--- src/rtl/pair_dist_engine.sv ---
`default_nettype none
// ============================================================================
// Module   : pair_dist_engine
// Purpose  : Min/max pairwise distance responder. When start goes low, it
//            loads NUM_VALS signed 16-bit operands from byte-wide data
//            memory. It then scans every unordered pair (j<k) for |a-b| and
//            writes the min and max distance back to memory (high byte
//            first). Completion is acknowledged on done.
// Ports    : clk, rst_n        clock, async active-low reset
//            start            active-low request (1 = arm, 0 = run)
//            done             high once results are in memory
//            mem_addr/mem_rd_data/mem_wr_en/mem_wr_data
//                             shared single-port data memory (sync read)
//            min_dist/max_dist, min_j/min_k, max_j/max_k
//                             last result and index pairs (debug)
// Revision : 1.0  initial release
// ============================================================================
module pair_dist_engine #(
   parameter int NUM_VALS = 32,
   parameter int MIN_ADDR = 66,
   parameter int MAX_ADDR = 68
) (
   input  logic        clk,
   input  logic        rst_n,
   input  logic        start,
   output logic        done,
   output logic [7:0]  mem_addr,
   input  logic [7:0]  mem_rd_data,
   output logic        mem_wr_en,
   output logic [7:0]  mem_wr_data,
   output logic [15:0] min_dist,
   output logic [15:0] max_dist,
   output logic [4:0]  min_j,
   output logic [4:0]  min_k,
   output logic [4:0]  max_j,
   output logic [4:0]  max_k
);

   typedef enum logic [2:0] {
      S_IDLE    = 3'd0,
      S_LOAD    = 3'd1,
      S_COMPARE = 3'd2,
      S_WRITE   = 3'd3,
      S_DONE    = 3'd4
   } state_t;

   localparam logic [6:0] c_load_last = 7'(2 * NUM_VALS);
   localparam logic [6:0] c_addr_last = 7'(2 * NUM_VALS - 1);
   localparam logic [4:0] c_k_last    = 5'(NUM_VALS - 1);
   localparam logic [4:0] c_j_last    = 5'(NUM_VALS - 2);
   localparam logic [7:0] c_min_hi    = 8'(MIN_ADDR);
   localparam logic [7:0] c_min_lo    = 8'(MIN_ADDR + 1);
   localparam logic [7:0] c_max_hi    = 8'(MAX_ADDR);
   localparam logic [7:0] c_max_lo    = 8'(MAX_ADDR + 1);

   state_t      r_state;
   logic        r_armed;
   logic [6:0]  r_cnt;
   logic [4:0]  r_j;
   logic [4:0]  r_k;
   logic [1:0]  r_wsub;
   logic [15:0] r_vals [0:31];

   logic [15:0] w_a;
   logic [15:0] w_b;
   logic [16:0] w_diff;
   logic [15:0] w_dist;
   logic        w_first;
   logic        w_min_upd;
   logic        w_max_upd;
   logic [15:0] w_min_nxt;
   logic        w_pair_last;
   logic        w_scan_end;
   logic [5:0]  w_byte;

   assign w_a    = r_vals[r_j];
   assign w_b    = r_vals[r_k];
   assign w_diff = {w_a[15], w_a} - {w_b[15], w_b};
   // Negation modulo 2^16 keeps the exact 65535 case intact.
   assign w_dist = w_diff[16] ? (16'd0 - w_diff[15:0]) : w_diff[15:0];

   // The first pair always seeds both results so that an all-equal operand
   // set still reports (0,1) for the max pair rather than the init indices.
   assign w_first     = (r_j == 5'd0) && (r_k == 5'd1);
   assign w_min_upd   = w_first || (w_dist < min_dist);
   assign w_max_upd   = w_first || (w_dist > max_dist);
   assign w_min_nxt   = w_min_upd ? w_dist : min_dist;
   assign w_pair_last = (r_k == c_k_last);
   assign w_scan_end  = w_pair_last && (r_j == c_j_last);

   // Read data trails the address by one cycle, so count c captures byte c-1.
   assign w_byte = 6'(r_cnt - 7'd1);

   always_ff @(posedge clk) begin
      if (r_state == S_LOAD && r_cnt != 7'd0) begin
         if (w_byte[0])
            r_vals[w_byte[5:1]][7:0]  <= mem_rd_data;
         else
            r_vals[w_byte[5:1]][15:8] <= mem_rd_data;
      end
   end

   always_ff @(posedge clk or negedge rst_n) begin
      if (!rst_n) begin
         r_state     <= S_IDLE;
         r_armed     <= 1'b0;
         r_cnt       <= 7'd0;
         r_j         <= 5'd0;
         r_k         <= 5'd0;
         r_wsub      <= 2'd0;
         done        <= 1'b0;
         mem_addr    <= 8'd0;
         mem_wr_en   <= 1'b0;
         mem_wr_data <= 8'd0;
         min_dist    <= 16'hFFFF;
         max_dist    <= 16'd0;
         min_j       <= 5'd0;
         min_k       <= 5'd0;
         max_j       <= 5'd0;
         max_k       <= 5'd0;
      end else begin
         case (r_state)
            S_IDLE: begin
               if (start) begin
                  r_armed <= 1'b1;
               end else if (r_armed) begin
                  r_state  <= S_LOAD;
                  r_armed  <= 1'b0;
                  r_cnt    <= 7'd0;
                  mem_addr <= 8'd0;
                  min_dist <= 16'hFFFF;
                  max_dist <= 16'd0;
                  min_j    <= 5'd0;
                  min_k    <= 5'd0;
                  max_j    <= 5'd0;
                  max_k    <= 5'd0;
               end
            end

            S_LOAD: begin
               if (r_cnt < c_addr_last)
                  mem_addr <= mem_addr + 8'd1;
               if (r_cnt == c_load_last) begin
                  r_state <= S_COMPARE;
                  r_j     <= 5'd0;
                  r_k     <= 5'd1;
               end else begin
                  r_cnt <= r_cnt + 7'd1;
               end
            end

            S_COMPARE: begin
               if (w_min_upd) begin
                  min_dist <= w_dist;
                  min_j    <= r_j;
                  min_k    <= r_k;
               end
               if (w_max_upd) begin
                  max_dist <= w_dist;
                  max_j    <= r_j;
                  max_k    <= r_k;
               end
               if (w_scan_end) begin
                  // First write is launched here, so it must see this
                  // cycle's final minimum.
                  r_state     <= S_WRITE;
                  r_wsub      <= 2'd0;
                  mem_wr_en   <= 1'b1;
                  mem_addr    <= c_min_hi;
                  mem_wr_data <= w_min_nxt[15:8];
               end else if (w_pair_last) begin
                  r_j <= r_j + 5'd1;
                  r_k <= r_j + 5'd2;
               end else begin
                  r_k <= r_k + 5'd1;
               end
            end

            S_WRITE: begin
               r_wsub <= r_wsub + 2'd1;
               case (r_wsub)
                  2'd0: begin
                     mem_addr    <= c_min_lo;
                     mem_wr_data <= min_dist[7:0];
                  end
                  2'd1: begin
                     mem_addr    <= c_max_hi;
                     mem_wr_data <= max_dist[15:8];
                  end
                  2'd2: begin
                     mem_addr    <= c_max_lo;
                     mem_wr_data <= max_dist[7:0];
                  end
                  default: begin
                     mem_wr_en <= 1'b0;
                     done      <= 1'b1;
                     r_state   <= S_DONE;
                  end
               endcase
            end

            S_DONE: begin
               if (start) begin
                  r_state <= S_IDLE;
                  done    <= 1'b0;
                  r_armed <= 1'b1;
               end
            end

            default: r_state <= S_IDLE;
         endcase
      end
   end

endmodule
`default_nettype wire

--- config.mk ---
export PLATFORM = sky130hd
export DESIGN_NAME = pair_dist_engine
export DESIGN_NICKNAME = d
export VERILOG_FILES = /design/src/rtl/pair_dist_engine.sv
export SDC_FILE = /design/constraint.sdc
export NUM_CORES = 1
export LEC_CHECK = 0
export CORE_MARGIN = 5
export CORE_UTILIZATION = 35
export CTS_CLUSTER_DIAMETER = 80
export CTS_CLUSTER_SIZE = 8
export DETAILED_ROUTE_END_ITERATION = 6
export GPL_TIMING_DRIVEN = 0
export PLACE_DENSITY_LB_ADDON = 0.25
export REMOVE_ABC_BUFFERS = 1
export SLEW_MARGIN = 20
export SYNTH_ARGS = -nofsm -noshare
export SYNTH_HDL_FRONTEND = slang
export SYNTH_SLANG_ARGS = --single-unit
export TNS_END_PERCENT = 100
--- constraint.sdc ---
create_clock -name clk -period 10.5 [get_ports clk]
set_clock_uncertainty 0.15 [all_clocks]
set_input_delay 2.1 -clock clk [delete_from_list [all_inputs] [get_ports clk]]
set_output_delay 2.1 -clock clk [all_outputs]
set_load 0.05 [all_outputs]
==> out/metrics.csv <==
metric,value,unit
cts hold-fix bufs,0,
Worst VDD drop,216,uV
share of cells above drive strength 1,0.241,
fillers,7758,
CTS Sinks,605,
row cnt,108,
post-place setup slack,1.46,ns
LEAKAGE,11.4,nW
Clock Pin Slew Worst Setup and Hold Paths,0.05,ns
status,"complete, no violations",
Post-Synthesis Cells,1915,
Yosys warnings,0,
initial antenna violation count,2,
Num CTS Buffers,86,
Root Buffer,clkbuf_16,
ys flop type,edfxtp_1,
WL per Instance,26.1,um
ys async rst share,0.154,
Die W,305,um
area occupied by multi-input gates,12100,um^2
clock buffer depth,3,
CP bufs+invs,2,
core area,86500,um^2
Worst path slowest cell,a2111oi_0,
Reg area,17800,um^2
largest net degree at the start of global routing,65,
crit path max fanout,35,
CP Class,reg -> reg,
IO Pins,81,
Worst setup EP type,flop,
Critical Path Start Type,flop,
area of the mapped netlist,30400,um^2
nets,2074,
max cap viols,0,
# DRC,0,
RSZ-0062 raised after global routing,no,
Placer Congestion,0.828,
Resize count post-CTS,0,
CTS H-Tree Depth,3,
largest cells by area after synthesis,"edfxtp_1 (51%), mux4_2 (21%), dfrtp_1 (6.3%)",
Power Density,310,nW/um^2
die height,305,um
DR vias,18262,
die area,92800,um^2
Peak Freq,110,MHz
register area share after synthesis,0.583,
class of the worst hold path,reg -> reg,
"Hold Vio Cnt, Final",0,
"FF+latch count, synth",605,
gr usage total,0.175,
post-synth top area share,0.506,
Slew headroom,0.190,
CTS tree,built,
Util after Layout,0.410,
Ant. Diodes,0,
Worst Slack Setup Final,1.39,ns
crit path DAT,9.47,ns
Starting DRT DRC Count,1578,
Worst-Margin Slew,1.21,ns
Slew Limit Fails,0,
Period minus WS final,9.11,ns
# setup viols final,0,
Detailed Place HPWL,56000,um
Area Growth Syn to Fin,16.6,%
Crit path max-delay family,compound AO/OA/AOI/OAI gates,
Post CTS Setup Buffer Count,0,
Port Buffer Count,80,
grt ovf,0,
Detailed Route WL,83000,um
first-pass GRT wire length,124000,um
Synth Area per Inst,15.9,um^2
"EDFF count, synth",512,
period utilisation layout,0.867,
"area leader, netlist",edfxtp_1,
Critical Path Max Stage Delay,0.94,ns
Clock Latency Late Sink,0.63,ns
DR vias/cell,5.73,
Routed Antenna Nets,0,
drt pass-1 iters,7,
WP data required,10.86,ns
count of different cell masters after synthesis,79,
vias in the first global route,18943,
Starting Density,0.351,
-- worst min-delay path: stages (launching register included) --
cell	delay (ns)
dfrtp_1	0.33
nand2_1	0.05
o21ai_0	0.06
-- state kept, by name, indices dropped and copies added (netlist names), 3 cells and up --
register and cells:
mem_addr 8, max_k 5, min_j 5, min_k 5
r_state 3, max_j 5, mem_wr_data 8, max_dist 16
r_j 5, r_cnt 7, r_k 5, min_dist 16
r_vals 512
-- layout make-up --
| class | count | area share |
|---|---|---|
| flip-flops and latches | 605 | 0.501 |
| multi-input cells | 1135 | 0.340 |
| clock buffers | 113 | 0.0642 |
| repair buffers | 115 | 0.0444 |
| well taps | 1155 | 0.0408 |
| inverters | 56 | 0.00593 |
| clock inverters | 8 | 0.00335 |
-- report_power, final --
| group | internal [W] | switching, W | total [W] | leakage (nW) |
|---|---|---|---|---|
| Clock | 0.00150 | 0.00102 | 0.00252 | 1.15 |
| Combinational | 0.00226 | 0.00318 | 0.00544 | 4.47 |
| Sequential | 0.00282 | 0.000219 | 0.00303 | 5.78 |
-- placed cells by master (no fill, tap or decap), drive strengths merged, types with 14 or more instances in the layout --
cell	count
nor2	165
xnor2	14
a21oi	57
ha	63
a22oi	14
nor3	16
xor2	14
o21ai	89
edfxtp	512
mux4	282
buf	44
clkbuf	113
nand2	96
nand3	28
a22o	15
clkdlybuf4s50	71
dfrtp	77
dfstp	16
inv	57
mux2i	73
-- through the flow --
step | TNS, ns | power (W) | instances | cell area (um^2) | hold slack, ns
6_report | 0 | 0.0110 | 3187 | 35400 | 0.326
5_1_grt | 0 | 0.0117 | 3187 | 35400 | 0.364
2_1_floorplan | -100.14 | 0.00706 | 1796 | 29900 | 0.310
3_3_place_gp | -441.21 | 0.00876 | 3031 | 32200 | 0.315
4_1_cts | 0 | 0.0111 | 3187 | 35400 | 0.331
3_5_place_dp | 0 | 0.00851 | 3066 | 33000 | 0.320
-- layer usage --
| layer | up-vias | GRT usage | part of all wire |
|---|---|---|---|
| met5 | - | 0 | 0 |
| met2 | 662 | 0.293 | 0.49 |
| met1 | 9537 | 0.233 | 0.41 |
| met4 | 0 | 0.0491 | 0.025 |
| li1 | 7924 | - | - |
| met3 | 139 | 0.0393 | 0.070 |
-- synth_stat cells, types with 10 or more instances --
library cell / number
clkbuf_1: 78
nor3_1: 14
xor2_1: 14
nand2_1: 96
buf_1: 28
a21oi_1: 56
o22ai_1: 12
o21ai_0: 82
o31ai_1: 12
xnor2_1: 14
dfrtp_1: 77
buf_2: 13
mux4_2: 282
ha_1: 63
dfstp_2: 16
a2111oi_0: 10
o21a_1: 10
nor2_1: 165
a22o_1: 15
a21o_1: 13
a22oi_1: 14
a211oi_1: 10
mux2i_1: 73
and3_1: 13
nand3_1: 28
inv_1: 56
mux2_2: 10
edfxtp_1: 512
-- cells by family (layout without fill, tap and decap cells) --
kind of cell	Yosys count	after routing	synth area share
buffers and inverters	175	292	0.0222
DFF	605	605	0.583
adders and majority gates	64	64	0.0266
AOI/OAI and AO/OA	303	303	0.0670
muxes	365	365	0.237
and+or+nand+nor	375	375	0.0563
xor gates and xnor gates	28	28	0.00807
-- worst paths after layout --
check                                     startpoint                        to  slack [ns]  cells past startpoint
worst max-delay path              r_j[0]$_DFFE_PN0P_  min_dist[15]$_DFFE_PN1P_        1.39                     25
worst min-delay path            max_k[3]$_DFFE_PN0P_      max_k[3]$_DFFE_PN0P_        0.33                      2
worst max register to register    r_j[0]$_DFFE_PN0P_  min_dist[15]$_DFFE_PN1P_        1.39                     25
worst min register to register  max_k[3]$_DFFE_PN0P_      max_k[3]$_DFFE_PN0P_        0.33                      2
max in group asynchronous                      rst_n  min_dist[12]$_DFFE_PN1P_        8.31                      2
min in group asynchronous                      rst_n   mem_addr[1]$_DFFE_PN0P_        1.21                      1
(Power assumes the default switching activity.)
